`src/rtl/rle_pkg.sv`:
```
// -----------------------------------------------------------------------------
// rle_pkg
// Shared definitions for the RLE encoder/decoder pair: FSM state encoding,
// pair field positions inside a 16-bit half-word and packer lane geometry.
// A pair half-word is {byte[15:8], count[7:0]}; the low half of a 32-bit word
// is the earlier pair.
// -----------------------------------------------------------------------------
package rle_pkg;

   localparam int HALF_W        = 16;  // one {byte,count} pair
   localparam int LANE_W        = 8;   // one plaintext byte
   localparam int LANES         = 4;   // bytes per memory word
   localparam int WORD_W        = LANES * LANE_W;
   localparam int PAIR_BYTE_LSB = 8;
   localparam int PAIR_CNT_LSB  = 0;

   typedef enum logic [2:0] {
      S_IDLE,
      S_RD_REQ,
      S_RD_CAP,
      S_EXPAND,
      S_WR,
      S_FLUSH
   } state_e;

   function automatic logic [LANE_W-1:0] pair_byte(input logic [HALF_W-1:0] half);
      return half[PAIR_BYTE_LSB +: LANE_W];
   endfunction

   function automatic logic [LANE_W-1:0] pair_cnt(input logic [HALF_W-1:0] half);
      return half[PAIR_CNT_LSB +: LANE_W];
   endfunction

   // Byte counter that sticks at all-ones instead of wrapping.
   function automatic logic [31:0] sat_inc(input logic [31:0] v);
      return (v == 32'hFFFF_FFFF) ? v : v + 32'd1;
   endfunction

endpackage

```
`src/rtl/rle_decode_low_area_if.sv`:
```
// -----------------------------------------------------------------------------
// rle_decode_low_area_if
// Start/done handshake plus dpsram port A of the RLE decoder.
//   start, rle_addr, rle_size, message_addr : job request (host -> decoder)
//   message_size, done                      : job result  (decoder -> host)
//   port_A_*                                : single-ported dpsram access
//   err                                     : only when RLE_DEC_ERRCHK_EN is defined
// Modports: master = host + memory side, slave = decoder.
// -----------------------------------------------------------------------------
interface rle_decode_low_area_if #(
   parameter int ADDR_W = 16
);
   logic              start;
   logic [31:0]       rle_addr;
   logic [31:0]       rle_size;
   logic [31:0]       message_addr;
   logic [31:0]       message_size;
   logic              done;
   logic              port_A_clk;
   logic [ADDR_W-1:0] port_A_addr;
   logic              port_A_we;
   logic [31:0]       port_A_data_in;
   logic [31:0]       port_A_data_out;
`ifdef RLE_DEC_ERRCHK_EN
   logic              err;
`endif

   modport master (
      output start, rle_addr, rle_size, message_addr, port_A_data_out,
      input  message_size, done, port_A_clk, port_A_addr, port_A_we, port_A_data_in
`ifdef RLE_DEC_ERRCHK_EN
      , input err
`endif
   );

   modport slave (
      input  start, rle_addr, rle_size, message_addr, port_A_data_out,
      output message_size, done, port_A_clk, port_A_addr, port_A_we, port_A_data_in
`ifdef RLE_DEC_ERRCHK_EN
      , output err
`endif
   );

endinterface

```
`src/rtl/rle_byte_packer.sv`:
```
// -----------------------------------------------------------------------------
// rle_byte_packer
// Collects decoded bytes into a 32-bit word, lane 0 first.
//   push_i   : append byte_i at the current lane
//   clear_i  : empty the packer (wins over push_i)
//   lane_o   : next lane to be written
//   full_o   : the next push completes the word
//   empty_o  : no bytes held
//   word_o   : held bytes, unused upper lanes read as 0
//   merged_o : word_o with byte_i placed at the current lane
// -----------------------------------------------------------------------------
module rle_byte_packer
   import rle_pkg::*;
(
   input  logic              clk,
   input  logic              nreset,
   input  logic              push_i,
   input  logic              clear_i,
   input  logic [LANE_W-1:0] byte_i,
   output logic [1:0]        lane_o,
   output logic              full_o,
   output logic              empty_o,
   output logic [WORD_W-1:0] word_o,
   output logic [WORD_W-1:0] merged_o
);

   logic [1:0]        lane_q, lane_d;
   logic [WORD_W-1:0] word_q, word_d;

   // NOTE: every signal written here gets a default first so no latch is inferred.
   always_comb begin
      merged_o                            = word_q;
      merged_o[lane_q*LANE_W +: LANE_W]   = byte_i;
      word_d                              = word_q;
      lane_d                              = lane_q;
      if (clear_i) begin
         word_d = '0;
         lane_d = '0;
      end else if (push_i) begin
         word_d = merged_o;
         lane_d = lane_q + 2'd1;
      end
   end

   // NOTE: sequential state uses non-blocking assignments only.
   always_ff @(posedge clk or negedge nreset) begin
      if (!nreset) begin
         word_q <= '0;
         lane_q <= '0;
      end else begin
         word_q <= word_d;
         lane_q <= lane_d;
      end
   end

   assign lane_o  = lane_q;
   assign full_o  = (lane_q == 2'd3);
   assign empty_o = (lane_q == 2'd0);
   assign word_o  = word_q;

endmodule

```
`src/rtl/rle_decode_low_area.sv`:
```
// -----------------------------------------------------------------------------
// rle_decode_low_area
// Run-length decoder. Reads {byte,count} pairs from the dpsram over port A,
// expands each run one byte per cycle into a 4-byte packer and writes full
// words back to the message area. A trailing partial word is flushed with
// zero upper lanes. done rises in IDLE once the job is complete.
// Ports:
//   clk, nreset : clock, asynchronous active-low reset
//   bus         : rle_decode_low_area_if.slave (handshake + port A)
// Optional feature macro RLE_DEC_ERRCHK_EN: adds bus.err (sticky until the
// next start) for count-0 pairs and for output exceeding MAX_OUT_BYTES.
// -----------------------------------------------------------------------------
module rle_decode_low_area
   import rle_pkg::*;
#(
   parameter int ADDR_W = 16
`ifdef RLE_DEC_ERRCHK_EN
   , parameter int MAX_OUT_BYTES = 65535
`endif
) (
   input  logic                 clk,
   input  logic                 nreset,
   rle_decode_low_area_if.slave bus
);

   state_e              state_q, state_d;
   logic [ADDR_W-1:0]   rd_addr_q, rd_addr_d;
   logic [ADDR_W-1:0]   wr_addr_q, wr_addr_d;
   logic [30:0]         pairs_q, pairs_d;     // pairs not yet loaded
   logic [LANE_W-1:0]   run_q, run_d;         // bytes left in current run
   logic [LANE_W-1:0]   byte_q, byte_d;
   logic [HALF_W-1:0]   in_hi_q, in_hi_d;     // high pair of the fetched word
   logic                half_q, half_d;       // 1 = high pair already loaded
   logic [31:0]         msg_size_q, msg_size_d;
   logic                done_q, done_d;
   logic                we_q, we_d;
   logic [WORD_W-1:0]   data_in_q, data_in_d;
   logic                err_q, err_d;

   logic                pk_push, pk_clear, pk_full, pk_empty;
   logic [1:0]          pk_lane;
   logic [WORD_W-1:0]   pk_word, pk_merged;
   logic                go_end;

   rle_byte_packer u_packer (
      .clk      (clk),
      .nreset   (nreset),
      .push_i   (pk_push),
      .clear_i  (pk_clear),
      .byte_i   (byte_q),
      .lane_o   (pk_lane),
      .full_o   (pk_full),
      .empty_o  (pk_empty),
      .word_o   (pk_word),
      .merged_o (pk_merged)
   );

   always_comb begin
      state_d    = state_q;
      rd_addr_d  = rd_addr_q;
      wr_addr_d  = wr_addr_q;
      pairs_d    = pairs_q;
      run_d      = run_q;
      byte_d     = byte_q;
      in_hi_d    = in_hi_q;
      half_d     = half_q;
      msg_size_d = msg_size_q;
      done_d     = done_q;
      we_d       = 1'b0;
      data_in_d  = data_in_q;
      err_d      = err_q;
      pk_push    = 1'b0;
      pk_clear   = 1'b0;
      go_end     = 1'b0;

      case (state_q)
         S_IDLE: begin
            if (bus.start) begin
               rd_addr_d  = bus.rle_addr[ADDR_W-1:0];
               wr_addr_d  = bus.message_addr[ADDR_W-1:0];
               pairs_d    = bus.rle_size[31:1];
               run_d      = '0;
               half_d     = 1'b0;
               msg_size_d = '0;
               done_d     = 1'b0;
               err_d      = 1'b0;
               pk_clear   = 1'b1;
               // With no pairs the job ends through FLUSH without touching port A.
               state_d    = (bus.rle_size[31:1] == '0) ? S_FLUSH : S_RD_REQ;
            end
         end

         S_RD_REQ: state_d = S_RD_CAP;

         S_RD_CAP: begin
            rd_addr_d = rd_addr_q + ADDR_W'(4);
            in_hi_d   = bus.port_A_data_out[WORD_W-1:HALF_W];
            byte_d    = pair_byte(bus.port_A_data_out[HALF_W-1:0]);
            run_d     = pair_cnt(bus.port_A_data_out[HALF_W-1:0]);
            pairs_d   = pairs_q - 31'd1;
            half_d    = 1'b0;
`ifdef RLE_DEC_ERRCHK_EN
            if (pair_cnt(bus.port_A_data_out[HALF_W-1:0]) == '0) err_d = 1'b1;
`endif
            state_d   = S_EXPAND;
         end

         S_EXPAND: begin
            if (run_q != '0) begin
`ifdef RLE_DEC_ERRCHK_EN
               if (msg_size_q >= 32'(MAX_OUT_BYTES)) begin
                  err_d  = 1'b1;
                  go_end = 1'b1;
               end else
`endif
               begin
                  pk_push    = 1'b1;
                  run_d      = run_q - 8'd1;
                  msg_size_d = sat_inc(msg_size_q);
                  // The byte being pushed completes the word: write the merged
                  // value and restart the packer in the same cycle.
                  if (pk_full) begin
                     pk_clear  = 1'b1;
                     we_d      = 1'b1;
                     data_in_d = pk_merged;
                     state_d   = S_WR;
                  end
               end
            end else if (pairs_q == '0) begin
               go_end = 1'b1;
            end else if (!half_q) begin
               byte_d  = pair_byte(in_hi_q);
               run_d   = pair_cnt(in_hi_q);
               pairs_d = pairs_q - 31'd1;
               half_d  = 1'b1;
`ifdef RLE_DEC_ERRCHK_EN
               if (pair_cnt(in_hi_q) == '0) err_d = 1'b1;
`endif
            end else begin
               state_d = S_RD_REQ;
            end
         end

         S_WR: begin
            wr_addr_d = wr_addr_q + ADDR_W'(4);
            state_d   = S_EXPAND;
         end

         S_FLUSH: begin
            if (we_q) wr_addr_d = wr_addr_q + ADDR_W'(4);
            done_d  = 1'b1;
            state_d = S_IDLE;
         end

         default: state_d = S_IDLE;
      endcase

      if (go_end) begin
         state_d = S_FLUSH;
         if (!pk_empty) begin
            we_d      = 1'b1;
            data_in_d = pk_word;
         end
      end
   end

   always_ff @(posedge clk or negedge nreset) begin
      if (!nreset) begin
         state_q    <= S_IDLE;
         rd_addr_q  <= '0;
         wr_addr_q  <= '0;
         pairs_q    <= '0;
         run_q      <= '0;
         byte_q     <= '0;
         in_hi_q    <= '0;
         half_q     <= 1'b0;
         msg_size_q <= '0;
         done_q     <= 1'b0;
         we_q       <= 1'b0;
         data_in_q  <= '0;
         err_q      <= 1'b0;
      end else begin
         state_q    <= state_d;
         rd_addr_q  <= rd_addr_d;
         wr_addr_q  <= wr_addr_d;
         pairs_q    <= pairs_d;
         run_q      <= run_d;
         byte_q     <= byte_d;
         in_hi_q    <= in_hi_d;
         half_q     <= half_d;
         msg_size_q <= msg_size_d;
         done_q     <= done_d;
         we_q       <= we_d;
         data_in_q  <= data_in_d;
         err_q      <= err_d;
      end
   end

   assign bus.port_A_clk     = clk;
   assign bus.port_A_addr    = we_q ? wr_addr_q : rd_addr_q;
   assign bus.port_A_we      = we_q;
   assign bus.port_A_data_in = data_in_q;
   assign bus.message_size   = msg_size_q;
   assign bus.done           = done_q;
`ifdef RLE_DEC_ERRCHK_EN
   assign bus.err            = err_q;
`endif

   // Address bits above the dpsram width, the ignored size LSB, the lane index
   // and (without error checking) the error flop have no consumer.
   logic unused_bits;
   assign unused_bits = ^{bus.rle_addr[31:ADDR_W], bus.message_addr[31:ADDR_W],
                          bus.rle_size[0], pk_lane, err_q};

endmodule
```
`src/flat_wrapper.sv`:
```
// flat-port wrapper written by rule: the top's interface ports become plain ports
module rle_decode_low_area_flat import rle_pkg::*;
#(
   parameter int ADDR_W = 16

)
  (clk, nreset, bus_start, bus_rle_addr, bus_rle_size, bus_message_addr, bus_port_A_data_out, bus_message_size, bus_done, bus_port_A_clk, bus_port_A_addr, bus_port_A_we, bus_port_A_data_in);
  rle_decode_low_area_if #(.ADDR_W(ADDR_W)) bus_i ();
  input  logic clk;
  input  logic nreset;
  input wire logic [$bits(bus_i.start)-1:0] bus_start;
  input wire logic [$bits(bus_i.rle_addr)-1:0] bus_rle_addr;
  input wire logic [$bits(bus_i.rle_size)-1:0] bus_rle_size;
  input wire logic [$bits(bus_i.message_addr)-1:0] bus_message_addr;
  input wire logic [$bits(bus_i.port_A_data_out)-1:0] bus_port_A_data_out;
  output wire logic [$bits(bus_i.message_size)-1:0] bus_message_size;
  output wire logic [$bits(bus_i.done)-1:0] bus_done;
  output wire logic [$bits(bus_i.port_A_clk)-1:0] bus_port_A_clk;
  output wire logic [$bits(bus_i.port_A_addr)-1:0] bus_port_A_addr;
  output wire logic [$bits(bus_i.port_A_we)-1:0] bus_port_A_we;
  output wire logic [$bits(bus_i.port_A_data_in)-1:0] bus_port_A_data_in;
  assign bus_i.start = bus_start;
  assign bus_i.rle_addr = bus_rle_addr;
  assign bus_i.rle_size = bus_rle_size;
  assign bus_i.message_addr = bus_message_addr;
  assign bus_i.port_A_data_out = bus_port_A_data_out;
  assign bus_message_size = bus_i.message_size;
  assign bus_done = bus_i.done;
  assign bus_port_A_clk = bus_i.port_A_clk;
  assign bus_port_A_addr = bus_i.port_A_addr;
  assign bus_port_A_we = bus_i.port_A_we;
  assign bus_port_A_data_in = bus_i.port_A_data_in;
  rle_decode_low_area #(.ADDR_W(ADDR_W)) u_core (.clk(clk), .nreset(nreset), .bus(bus_i));
endmodule
```
`config.mk`:
```
export PLATFORM = sky130hd
export DESIGN_NAME = rle_decode_low_area_flat
export DESIGN_NICKNAME = d
export VERILOG_FILES = /design/src/rtl/rle_pkg.sv /design/src/rtl/rle_decode_low_area_if.sv /design/src/rtl/rle_byte_packer.sv /design/src/rtl/rle_decode_low_area.sv /design/src/flat_wrapper.sv
export SDC_FILE = /design/constraint.sdc
export NUM_CORES = 1
export LEC_CHECK = 0
export CORE_MARGIN = 2
export CORE_UTILIZATION = 54
export CTS_BUF_LIST = sky130_fd_sc_hd__clkbuf_2 sky130_fd_sc_hd__clkbuf_4 sky130_fd_sc_hd__clkbuf_8
export DETAILED_ROUTE_END_ITERATION = 16
export PLACE_DENSITY = 0.87
export SLEW_MARGIN = 25
export SYNTH_ARGS = -nofsm -noshare
export SYNTH_HDL_FRONTEND = slang
export SYNTH_SLANG_ARGS = --single-unit
```
`constraint.sdc`:
```
create_clock -name clk -period 2.8 [get_ports clk]
set_input_delay 0.42 -clock clk [delete_from_list [all_inputs] [get_ports clk]]
set_output_delay 0.42 -clock clk [all_outputs]
set_load 0.01 [all_outputs]
```
Yosys cells after proc, flatten, opt, wreduce, memory -nomap -nowiden
Cells that the tools add are included.
Word-level totals
  memories kept: 0
  memory bits (writable): 0
  bits in latches: 0
  bits of input ports: 131
  bits in read-only memories: 0
  bits in registers: 199
  logic and storage cells: 124
  output and inout bits: 83
Operators by class
  $lt $le $gt $ge: 0
  shift operators: 2
  reduce and logical (&&, ||, !) cells: 22
  mux-type cells: 59
  multiply operators: 0
  divide/modulo/power cells: 0
  bitwise operators: 0
  add/sub/neg operators: 7
  eq/ne operators: 20
Operator list (number)
  $mux W32: 10
  $mux W31: 4
  $pmux W31 S3: 1
  $mux W16: 4
  $pmux W32 S2: 1
  $logic_not A31 Y1: 2
  $mux W8: 7
  $pmux W16 S3: 1
  $neg A5 Y34: 1
  $shift A8 B34 Y32 const A: 1
  $shiftx A8 B34 Y32: 1
  $add A16 B3 Y16 const B: 2
  $add A32 B1 Y32 const B: 1
  $bwmux W32: 1
  $eq A32 B32 Y1 const B: 1
  $pmux W16 S2: 1
  $sub A31 B1 Y31 const B: 1
  $pmux W8 S3: 1
  $mux W3: 7
  $reduce_and A4 Y1: 5
  $pmux W8 S2: 1
  $mux W1: 14
  $pmux W3 S4: 1
  $ne A2 B2 Y1 const B: 5
  23 further kinds: 36

Longest topological paths before layout
Gate-level depths: netlist of the first run.
  word-level depth: 8
  gate-level depth with buffers: 10
  depth with buffers taken out: 7

By module
Synthesis of the first run repeated with hierarchy kept, for this count alone.
Unflattened totals
  cells, all modules: 1277
  area, all modules: 11189.5 sq um
By module, submodules not included
  rle_decode_low_area: times used 1, sequential area each 4129.0 sq um, cells an instance 1053, area each 9173.8 sq um
  rle_byte_packer: times used 1, sequential area each 850.8 sq um, cells an instance 224, area each 2015.7 sq um

==> impl_metrics.toml, run 1 <==
[place]
dp_cells = 1637
place_area_mm2 = 0.0134
place_hpwl_mm = 23.4
dp_slack_ns = 0.0317
port_buffers = 180
globalplace.congestion = 0.928

[synth]
synth-main-ff-cell = "dfrtp_1"
synthArstFlopShare = 1.00
netlist_area_mm2 = 0.0111
ys_warn_count = 0
netlist_instances = 1217
ys_seq_area_frac = 0.447
synth-seq-cells = 199
synth_nets = 1359
synth_cell_types = 77
avgSynthCellArea_um2 = 9.14
synth_edf_count = 0

[sta]
setup_violations = 0
tightestPinTransition_ns = 0.882
post-route-period-util = 0.983
setup_tns_ns = 0
whs_ns = 0.331
timing.slew.headroom = 0.408
slew_violations = 0
final-hold-violation-count = 0
timing.final.ws_setup_ns = 0.0468
period_needed_ns = 2.75
rsz0062_at_grt = "yes"
timing.fmax_ghz = 0.363
skew_ns = 0.0180

[cells_and_area]
drive_above_1_share = 0.103
area_growth_pct = 25.3
final_common_cell = "dfrtp_1"
fin_nets = 1532
antennaDiodeCount = 0
final_cell_mix = "dfrtp_1 (198), nand2_1 (188), clkdlybuf4s50_1 (179), o21ai_0 (83), a21oi_1 (77)"
post-route-util = 0.689
postLayoutCellArea_mm2 = 0.0139
instances_no_fill = 1673

[route]
drc = 0
vias_per_cell = 6.52
vias = 10900
dr.pass1.iters = 8
ant_nets = 0
wire_per_inst_um = 19.9
initialDrtViolationCount = 1063
wirelength_mm = 33.3

[setup_path]
worstPathArrival_ns = 3.30
required_ns = 3.35
worstSetupEndpointType = "flip-flop"
startpoint_type = "flip-flop"
r2r_cells = 8
critPathKind = "flip-flop to flip-flop"
path_max_fanout = 8

[global_routing]
antenna_found_initial = 0
grtUsageTotal = 0.307
grt_pass1_wl_mm = 54.3
grt-busiest-layer = "met2"
grt-ovfl-total = 0
grtUsageMet2 = 0.495
grt_pass1_vias = 10500
use_met3 = 0.0549
grt_max_degree = 77
grt.met1_usage = 0.424

[status]
status = "complete, no violations"

[power]
p_sw_frac = 0.452
p_per_area_mw_per_mm2 = 972
intPower_mw = 7.42
power.clock.fraction = 0.161
design_power_total_mw = 13.6
power.net_switching_mw = 6.14
p_leak_nw = 5.62
ir_drop_mv = 0.684
power_frac_comb = 0.487
seqPwrFrac = 0.352

[floorplan]
core_area_mm2 = 0.0202
initial_core_util = 0.550
dieWidth_um = 148
ios = 214
die_h_um = 148
dieArea_mm2 = 0.0218
num_rows = 52

[clock_network]
post-cts-setup-buffers = 0
cts_tree = "built"
path_clk_slew_ns = 0.12
clock_latency_ns = 0.61

[flow_run]
cap_violations = 0

[hold_path]
hold_class = "input port to asynchronous set/reset pin"
-- cell usage after synthesis (5+ instances only) --
cell	instances	area, um2
dfrtp_1	199	4980
nand2_1	188	706
o21ai_0	83	415
a21oi_1	77	385
nor2_1	59	221
a22o_1	56	490
clkbuf_1	56	210
nor4_1	30	188
nand3_1	29	145
inv_1	28	105
nand4_1	23	144
o31ai_1	22	165
nor3_1	21	105
or4_1	21	158
a31oi_1	20	125
and3_1	19	119
o2bb2ai_1	17	149
mux2_2	16	180
buf_2	14	70.1
o22ai_1	14	87.6
mux2i_1	13	130
o21a_1	12	90.1
buf_1	11	41.3
ha_1	11	138
nand2b_1	11	68.8
o221ai_1	10	87.6
o211ai_1	9	67.6
o22a_1	9	78.8
and2_1	7	43.8
and4_1	7	61.3
o21ai_1	7	35.0
a221oi_2	6	90.1
mux2_4	6	90.1
nor3b_1	6	45.0
o41ai_1	6	52.6
or3_1	6	37.5
a221o_1	5	50.1
a2bb2oi_1	5	43.8
nor4b_1	5	43.8
-- worst max-delay path, cell delays in order (launching register included) --
cell and delay, ns:
dfrtp_1 0.43, inv_1 0.12, ha_1 0.24, buf_4 0.15, nor4b_1 0.26, and4_1 0.47
nand4b_1 0.33, o21ai_1 0.45, a22o_1 0.26
-- power groups by stage --
stage	clock network, mW	logic [mW]	registers (mW)
floorplan	0.0294	4.40	4.38
global placement	0.0363	6.20	4.73
detailed placement	0.0363	6.45	4.78
CTS	2.21	6.49	4.73
global route	2.33	7.17	4.89
finish	2.18	6.60	4.78
-- metal layers --
metal  part of all wire  vias to the layer above
li1                   -                     4952
met1               0.41                     5303
met2               0.48                      582
met3              0.085                       69
met4              0.021                        0
met5                  0                        -
-- state kept, by name, summed over array words and instances, names as in the netlist --
name / cells
u_core.bus.done: 1
u_core.bus.port_A_data_in: 32
u_core.rd_addr_q: 16
u_core.run_q: 8
u_core.pairs_q: 31
u_core.u_packer.lane_o: 2
u_core.in_hi_q: 16
u_core.half_q: 1
u_core.wr_addr_q: 16
u_core.state_q: 3
u_core.bus.port_A_we: 1
u_core.byte_q: 8
u_core.bus.message_size: 32
u_core.u_packer.word_o: 32
-- logic make-up (layout without fill, tap and decap cells) --
kind of cell               after synthesis  after routing  synth area share
AOI/OAI and AO/OA                      405            405             0.257
xor gates and xnor gates                 1              1          0.000787
adders and majority gates               11             11            0.0124
buffers and inverters                  114            300            0.0422
DFF                                    199            199             0.447
muxes                                   35             35            0.0360
and+or+nand+nor                        452            452             0.204
-- layout make-up --
class / instances / area (um2)
tap: 270 / 338
inverter: 28 / 105
clock buffer: 21 / 285
clock inverter: 15 / 220
sequential: 199 / 4980
multi-input combinational: 904 / 5710
timing repair buffer: 236 / 2300
fill: 1502 / 6290
-- path summary, 6_finish.rpt --
| path | from | end | slack, ns |
|---|---|---|---|
| max in group asynchronous | nreset | u_core.bus.port_A_we | 1.74 |
| max reg2reg | u_core.pairs_q[0] | u_core.bus.port_A_data_in[16] | 0.05 |
| min | nreset | u_core.bus.message_size[23] | 0.33 |
| min reg2reg | u_core.in_hi_q[4] | u_core.in_hi_q[4] | 0.50 |
| max | u_core.pairs_q[0] | u_core.bus.port_A_data_in[16] | 0.05 |
| min in group clk | bus_port_A_data_out[17] | u_core.in_hi_q[1] | 0.34 |
-- timing repair --
| action | 4_1_cts | 5_1_grt |
|---|---|---|
| pin swaps | 0 | 0 |
| setup endpoints to repair | 15 | 45 |
| gates resized for setup | 1 | 3 |
| hold buffers | 1 | 0 |
| hold endpoints to repair | 54 | 0 |
Note: power is estimated with default switching activity, not from simulation.
==> run 2, diff against run 1 <==
SLEW_MARGIN = default   (was 25)
==> results of run 2 <==
Final layout, timing and power as in run 1 (identical DEF).
==> run 3, diff against run 2 <==
ABC_CLOCK_PERIOD_IN_PS = 2800   (was default)
==> results of run 3 <==
Final layout, timing and power as in run 1 (identical DEF).
